**src/rtl/rhythm_pkg.sv**
```systemverilog
// Shared definitions for the rhythm-game chart sequencer: FSM encoding,
// chart entry field layout, lane count and speed codes.
package rhythm_pkg;

    typedef enum logic [2:0] {
        IDLE,
        FETCH,
        LOAD,
        WAIT,
        SPAWN,
        DONE
    } state_t;

    localparam int NUM_LANES = 4;

    // Chart entry: {END, reserved[2:0], lane mask[3:0], GAP[7:0]}
    localparam int ENTRY_W  = 16;
    localparam int END_BIT  = 15;
    localparam int MASK_LSB = 8;
    localparam int GAP_LSB  = 0;
    localparam int GAP_W    = 8;

    localparam logic [1:0] SPEED_1X = 2'd0;
    localparam logic [1:0] SPEED_2X = 2'd1;
    localparam logic [1:0] SPEED_3X = 2'd2;
    localparam logic [1:0] SPEED_4X = 2'd3;

endpackage

```
**src/rtl/beat_tick_gen.sv**
```systemverilog
// Fractional prescaler producing beat ticks at TICK_HZ * (speed+1) from CLK_HZ.
module beat_tick_gen
    import rhythm_pkg::*;
#(
    parameter int CLK_HZ  = 50_000_000,
    parameter int TICK_HZ = 100
) (
    input  logic       i_Clk,
    input  logic       i_Rst,
    input  logic       i_Enable,
    input  logic       i_Clear,
    input  logic [1:0] i_Speed,
    output logic       o_Tick
);

    localparam int DIV   = CLK_HZ / TICK_HZ;
    localparam int ACC_W = $clog2(DIV + 4);
    localparam logic [ACC_W-1:0] DIV_C = ACC_W'(DIV);

    logic [ACC_W-1:0] acc_q, acc_d;
    logic [ACC_W-1:0] inc;
    logic [ACC_W-1:0] sum;
    logic             tick_q, tick_d;

    always_comb begin
        inc = ACC_W'(1);
        case (i_Speed)
            SPEED_1X: inc = ACC_W'(1);
            SPEED_2X: inc = ACC_W'(2);
            SPEED_3X: inc = ACC_W'(3);
            SPEED_4X: inc = ACC_W'(4);
        endcase

        sum    = acc_q + inc;
        acc_d  = acc_q;
        tick_d = tick_q;
        // While disabled a pending tick is held, so pausing shifts the
        // whole tick train instead of dropping a tick.
        if (i_Clear) begin
            acc_d  = '0;
            tick_d = 1'b0;
        end else if (i_Enable) begin
            if (sum >= DIV_C) begin
                acc_d  = sum - DIV_C;
                tick_d = 1'b1;
            end else begin
                acc_d  = sum;
                tick_d = 1'b0;
            end
        end
    end

    always_ff @(posedge i_Clk or posedge i_Rst) begin
        if (i_Rst) begin
            acc_q  <= '0;
            tick_q <= 1'b0;
        end else begin
            acc_q  <= acc_d;
            tick_q <= tick_d;
        end
    end

    assign o_Tick = tick_q & i_Enable;

endmodule

```
**src/rtl/note_scheduler.sv**
```systemverilog
// Chart sequencer: walks the chart ROM, waits GAP beat ticks per entry and
// emits a one-cycle lane-mask spawn pulse for each entry.
module note_scheduler
    import rhythm_pkg::*;
#(
    parameter int CLK_HZ   = 50_000_000,
    parameter int TICK_HZ  = 100,
    parameter int CHART_AW = 8,
    parameter int LANES    = NUM_LANES
) (
    input  logic                i_Clk,
    input  logic                i_Rst,
    input  logic                i_Start,
    input  logic                i_Abort,
    input  logic                i_Pause,
    input  logic [1:0]          i_Speed,
    output logic [CHART_AW-1:0] o_Chart_Addr,
    input  logic [ENTRY_W-1:0]  i_Chart_Data,
    output logic [LANES-1:0]    o_Spawn,
    output logic                o_Beat_Tick,
    output logic                o_Busy,
    output logic                o_Done
);

    state_t              state_q, state_d;
    logic [CHART_AW-1:0] addr_q, addr_d;
    logic [GAP_W-1:0]    gap_q, gap_d;
    logic [LANES-1:0]    mask_q, mask_d;
    logic [LANES-1:0]    spawn_q, spawn_d;
    logic                beat_q, beat_d;
    logic                busy_q, busy_d;
    logic                done_q, done_d;
    logic                tick;
    logic                gen_enable;
    logic                gen_clear;
    logic                unused_rsvd;

    assign unused_rsvd = ^i_Chart_Data[END_BIT-1:MASK_LSB+LANES];
    assign gen_enable  = (state_q != IDLE) && !i_Pause;

    beat_tick_gen #(
        .CLK_HZ (CLK_HZ),
        .TICK_HZ(TICK_HZ)
    ) u_tick (
        .i_Clk   (i_Clk),
        .i_Rst   (i_Rst),
        .i_Enable(gen_enable),
        .i_Clear (gen_clear),
        .i_Speed (i_Speed),
        .o_Tick  (tick)
    );

    always_comb begin
        state_d = state_q;
        addr_d  = addr_q;
        gap_d   = gap_q;
        mask_d  = mask_q;
        spawn_d = '0;
        done_d  = 1'b0;

        if (i_Abort) begin
            state_d = IDLE;
            addr_d  = '0;
        end else begin
            case (state_q)
                IDLE: begin
                    if (i_Start) begin
                        state_d = FETCH;
                        addr_d  = '0;
                    end
                end
                FETCH: begin
                    if (!i_Pause) state_d = LOAD;
                end
                LOAD: begin
                    if (!i_Pause) begin
                        mask_d = i_Chart_Data[MASK_LSB +: LANES];
                        if (i_Chart_Data[END_BIT]) begin
                            state_d = DONE;
                        end else if (i_Chart_Data[GAP_LSB +: GAP_W] == '0) begin
                            state_d = SPAWN;
                        end else begin
                            gap_d   = i_Chart_Data[GAP_LSB +: GAP_W];
                            state_d = WAIT;
                        end
                    end
                end
                WAIT: begin
                    // tick is already suppressed while paused
                    if (tick) begin
                        gap_d = gap_q - GAP_W'(1);
                        if (gap_q == GAP_W'(1)) state_d = SPAWN;
                    end
                end
                SPAWN: begin
                    if (!i_Pause) begin
                        spawn_d = mask_q;
                        if (&addr_q) begin
                            state_d = DONE;
                        end else begin
                            addr_d  = addr_q + CHART_AW'(1);
                            state_d = FETCH;
                        end
                    end
                end
                DONE: begin
                    done_d  = 1'b1;
                    state_d = IDLE;
                end
                default: state_d = IDLE;
            endcase
        end

        busy_d    = (state_d != IDLE);
        beat_d    = tick && !i_Abort;
        gen_clear = (state_d == IDLE);
    end

    always_ff @(posedge i_Clk or posedge i_Rst) begin
        if (i_Rst) begin
            state_q <= IDLE;
            addr_q  <= '0;
            gap_q   <= '0;
            mask_q  <= '0;
            spawn_q <= '0;
            beat_q  <= 1'b0;
            busy_q  <= 1'b0;
            done_q  <= 1'b0;
        end else begin
            state_q <= state_d;
            addr_q  <= addr_d;
            gap_q   <= gap_d;
            mask_q  <= mask_d;
            spawn_q <= spawn_d;
            beat_q  <= beat_d;
            busy_q  <= busy_d;
            done_q  <= done_d;
        end
    end

    assign o_Chart_Addr = addr_q;
    assign o_Spawn      = spawn_q;
    assign o_Beat_Tick  = beat_q;
    assign o_Busy       = busy_q;
    assign o_Done       = done_q;

endmodule

```
**config.mk**
```make
export PLATFORM = sky130hd
export DESIGN_NAME = note_scheduler
export DESIGN_NICKNAME = d
export VERILOG_FILES = /design/src/rtl/rhythm_pkg.sv /design/src/rtl/beat_tick_gen.sv /design/src/rtl/note_scheduler.sv
export SDC_FILE = /design/constraint.sdc
export NUM_CORES = 1
export LEC_CHECK = 0
export CAP_MARGIN = 20
export CORE_MARGIN = 1
export CORE_UTILIZATION = 45
export CTS_CLUSTER_DIAMETER = 60
export DETAILED_ROUTE_END_ITERATION = 8
export PLACE_DENSITY = 0.8
export SLEW_MARGIN = 15
export SYNTH_ARGS = -nofsm -noshare
export SYNTH_HDL_FRONTEND = slang
export SYNTH_SLANG_ARGS = --single-unit
```
**constraint.sdc**
```tcl
create_clock -name i_Clk -period 3.48 [get_ports i_Clk]
set_input_delay 0.522 -clock i_Clk [delete_from_list [all_inputs] [get_ports i_Clk]]
set_output_delay 0.522 -clock i_Clk [all_outputs]
set_load 0.02 [all_outputs]
```
==> results by group <==
Synth
  • Synthesized cell area: 0.003445 mm²
  • Number of synthesis warnings: 0
  • Top FF cell, synth: dfrtp_1
  • Synth cell types: 67
  • Synthesized flop and latch total: 50
  • Seq/Total Area, Yosys: 0.3632
  • Synth Instances: 405
  • Post-synth EDFFs: 0
  • Syn avg cell area: 8.505 µm²
  • Top cell type by total area after synthesis: dfrtp_1
  • Post-synth top area share: 0.3632
  • Mapped Nets: 437
  • Async set or reset register ratio after synthesis: 1.000
  • Synth top area cells: dfrtp_1, o21ai_0, nor2_1, a21oi_1, nand2_1

Die
  • I/O Pins: 38
  • Row count: 31
  • Die Footprint: 0.008008 mm²
  • Chip height: 89.49 µm
  • CORE AREA: 0.007331 mm²
  • Die width: 89.49 µm
  • Initial Util: 0.4699

STA
  • Final setup viols: 0
  • FMAX: 292.5 MHz
  • Slew margin rel.: 0.4190
  • Fin crit period: 3.419 ns
  • Final hold violation count: 0
  • Worst Tran Pin Value: 0.8705 ns
  • Final clock skew: 0.007069 ns
  • RSZ-0062 raised after global routing: true
  • Final setup margin: 0.06137 ns
  • Final worst-path cycle share: 0.9824
  • Final hold slack: 0.4810 ns
  • Max Transition Viols Final: 0

Final layout
  • ANT cells: 0
  • Utilization after layout: 0.6030
  • Design Area, Final: 0.004420 mm²
  • FILL cells: 619
  • Nets: 499
  • Layout cells sized above 1: 0.2073
  • Commonest cells after routing, fill and taps aside: dfrtp_1, buf_4, nor2_1, clkdlybuf4s50_1, o21ai_0
  • Area Overhead vs Synth: 28.33%
  • Most common cell after layout, fill and taps aside: dfrtp_1

Placed design
  • Routability cong.: 0.9957
  • Area after DPL: 0.004170 mm²
  • Hpwl dp: 6068 µm
  • Port Buffers: 34
  • Setup WS pre-CTS: -0.6500 ns

Clock network
  • Skew-Pair Late Insertion Delay: 0.31 ns
  • CTS Hold Bufs: 0
  • CTS Buf Count: 5
  • CTS tree: done
  • Sink Count: 50
  • Worst-path clk slew: 0.10 ns
  • Clock buffer depth: 2
  • CTS H-Tree Depth: 2
  • Root Buffer: clkbuf_8

Route
  • Remaining antenna violation count after routing: 0
  • Iter 0 DRT Violations: 238
  • Remaining DRCs: 0
  • Drt via density: 5.935
  • Initial DRT Pass Iterations: 5
  • Final WL: 8642 µm
  • Vias post-DR: 3365
  • Routed WL per cell: 15.24 µm

Power
  • Switch share: 0.3434
  • Reg power frac: 0.471
  • Clk pwr share: 0.246
  • P_sw: 509.1 µW
  • Logic pwr share: 0.283
  • Pwr Total: 1.483 mW
  • Power Density: 335.4 mW/mm²
  • Leakage: 1.719 nW
  • Cell Int Power: 973.7 µW
  • Peak supply drop: 150.9 µV

GRT
  • Pin count of the biggest net entering global routing: 51
  • Vias in the first global route: 2953
  • Gr ovfl total: 0
  • Antenna violations before repair: 0
  • Total GRT Usage: 0.2170
  • First-pass GRT wire length: 13560 µm

Worst setup path
  • CP startpoint: u_tick.acc_q[0]
  • Crit start category: register
  • Worst path required time: 3.69 ns
  • Data arrival, critical path: 3.63 ns
  • Worst reg2reg path startpoint: u_tick.acc_q[0]
  • Crit-path max FO: 6
  • Crit. End Element: register
  • WS Path Type: register to register

Run
  • Max-cap violations: 0

Min path
  • Hold_sp: mask_q[2]
  • Worst Hold Class: register to register

Run status
  • Outcome: complete, no violations
==> final cells by class <==
class                      count  area [µm²]  area share
multi-input combinational    318        2211      0.5001
sequential                    50        1251      0.2830
timing repair buffer          81       694.4      0.1571
tap                           99       123.9     0.02802
clock buffer                   5       68.82     0.01557
inverter                      11       42.54    0.009624
clock inverter                 3       28.78    0.006510
==> power by group through the flow <==
stage / registers (mW) / logic, mW / clock network, mW
6_report: 0.699 / 0.419 / 0.365
5_1_grt: 0.710 / 0.465 / 0.398
4_1_cts: 0.699 / 0.415 / 0.378
3_5_place_dp: 0.711 / 0.414 / 0
3_3_place_gp: 0.705 / 0.397 / 0
2_1_floorplan: 0.693 / 0.284 / 0
==> metal layers <==
metal  global-route usage  routed length [µm]  vias up
met5                    0                   0        -
met2               0.3782                4242      107
li1                     -                   -     1618
met1               0.2713                3845     1628
met3              0.03139                 447       12
met4              0.08369                 106        0
==> metrics by stage <==
step | TNS, ns | std cells
5_1_grt | -0.2136 | 567
3_3_place_gp | -5.886 | 556
4_1_cts | 0 | 567
2_1_floorplan | 0 | 405
6_report | 0 | 567
3_5_place_dp | -7.021 | 556
==> logic make-up (layout without fill, tap and decap cells) <==
group / Yosys count / in the layout / share of synthesized area
compound gates: 113 / 113 / 0.2190
xor+xnor: 14 / 14 / 0.03560
fa+ha+maj: 9 / 9 / 0.03487
buf+inv: 37 / 100 / 0.04468
flops: 50 / 50 / 0.3632
mux: 9 / 9 / 0.02833
simple gates: 173 / 173 / 0.2742
==> synthesized netlist by cell type (all sizes together) (4+ instances only) <==
library cell	n
xnor2	11
nand4	6
o21ai	31
o31ai	6
nor3	19
dfrtp	50
nand2b	6
nand2	29
inv	10
nor4b	4
a211o	4
a21o	4
a21oi	27
ha	8
nor4	10
buf	10
a31oi	5
mux2	6
clkbuf	16
and2	9
nand3	18
a211oi	7
nor2	40
and3	5
or2	5
or3	7
==> state kept, by name, summed over array words and instances, names as in the netlist <==
| register | count |
|---|---|
| o_Beat_Tick | 1 |
| o_Busy | 1 |
| o_Done | 1 |
| u_tick.tick_q | 1 |
| o_Chart_Addr | 8 |
| mask_q | 4 |
| gap_q | 8 |
| u_tick.acc_q | 19 |
| state_q | 3 |
| o_Spawn | 4 |
==> timing repair <==
action	4_1_cts	5_1_grt
setup buffers	3	1
setup endpoints to repair	13	10
pin swaps	8	18
endpoints found under the hold margin	0	0
gates resized for setup	7	21
==> critical path: stages (launching register included) <==
cell      delay, ns
dfrtp_1        0.42
ha_4           0.18
fa_2           0.37
a21o_1         0.18
nand2b_1       0.11
xor2_1         0.17
ha_2           0.24
nand2_1        0.06
o22a_1         0.20
o221ai_2       0.18
and4_4         0.31
a211oi_4       0.08
buf_6          0.15
and3b_1        0.19
o21ai_2        0.15
mux2_4         0.31
==> path summary, 6_finish.rpt <==
path                              endpoint  slack [ns]  depth (start not counted)
max                        u_tick.acc_q[8]        0.06                         15
min                             o_Spawn[2]        0.48                          1
max reg2reg                u_tick.acc_q[8]        0.06                         15
min reg2reg                     o_Spawn[2]        0.48                          1
max in group asynchronous  u_tick.acc_q[3]        2.27                          2
min in group asynchronous       o_Spawn[3]        0.68                          2
Power figures use the tool's default switching activity.
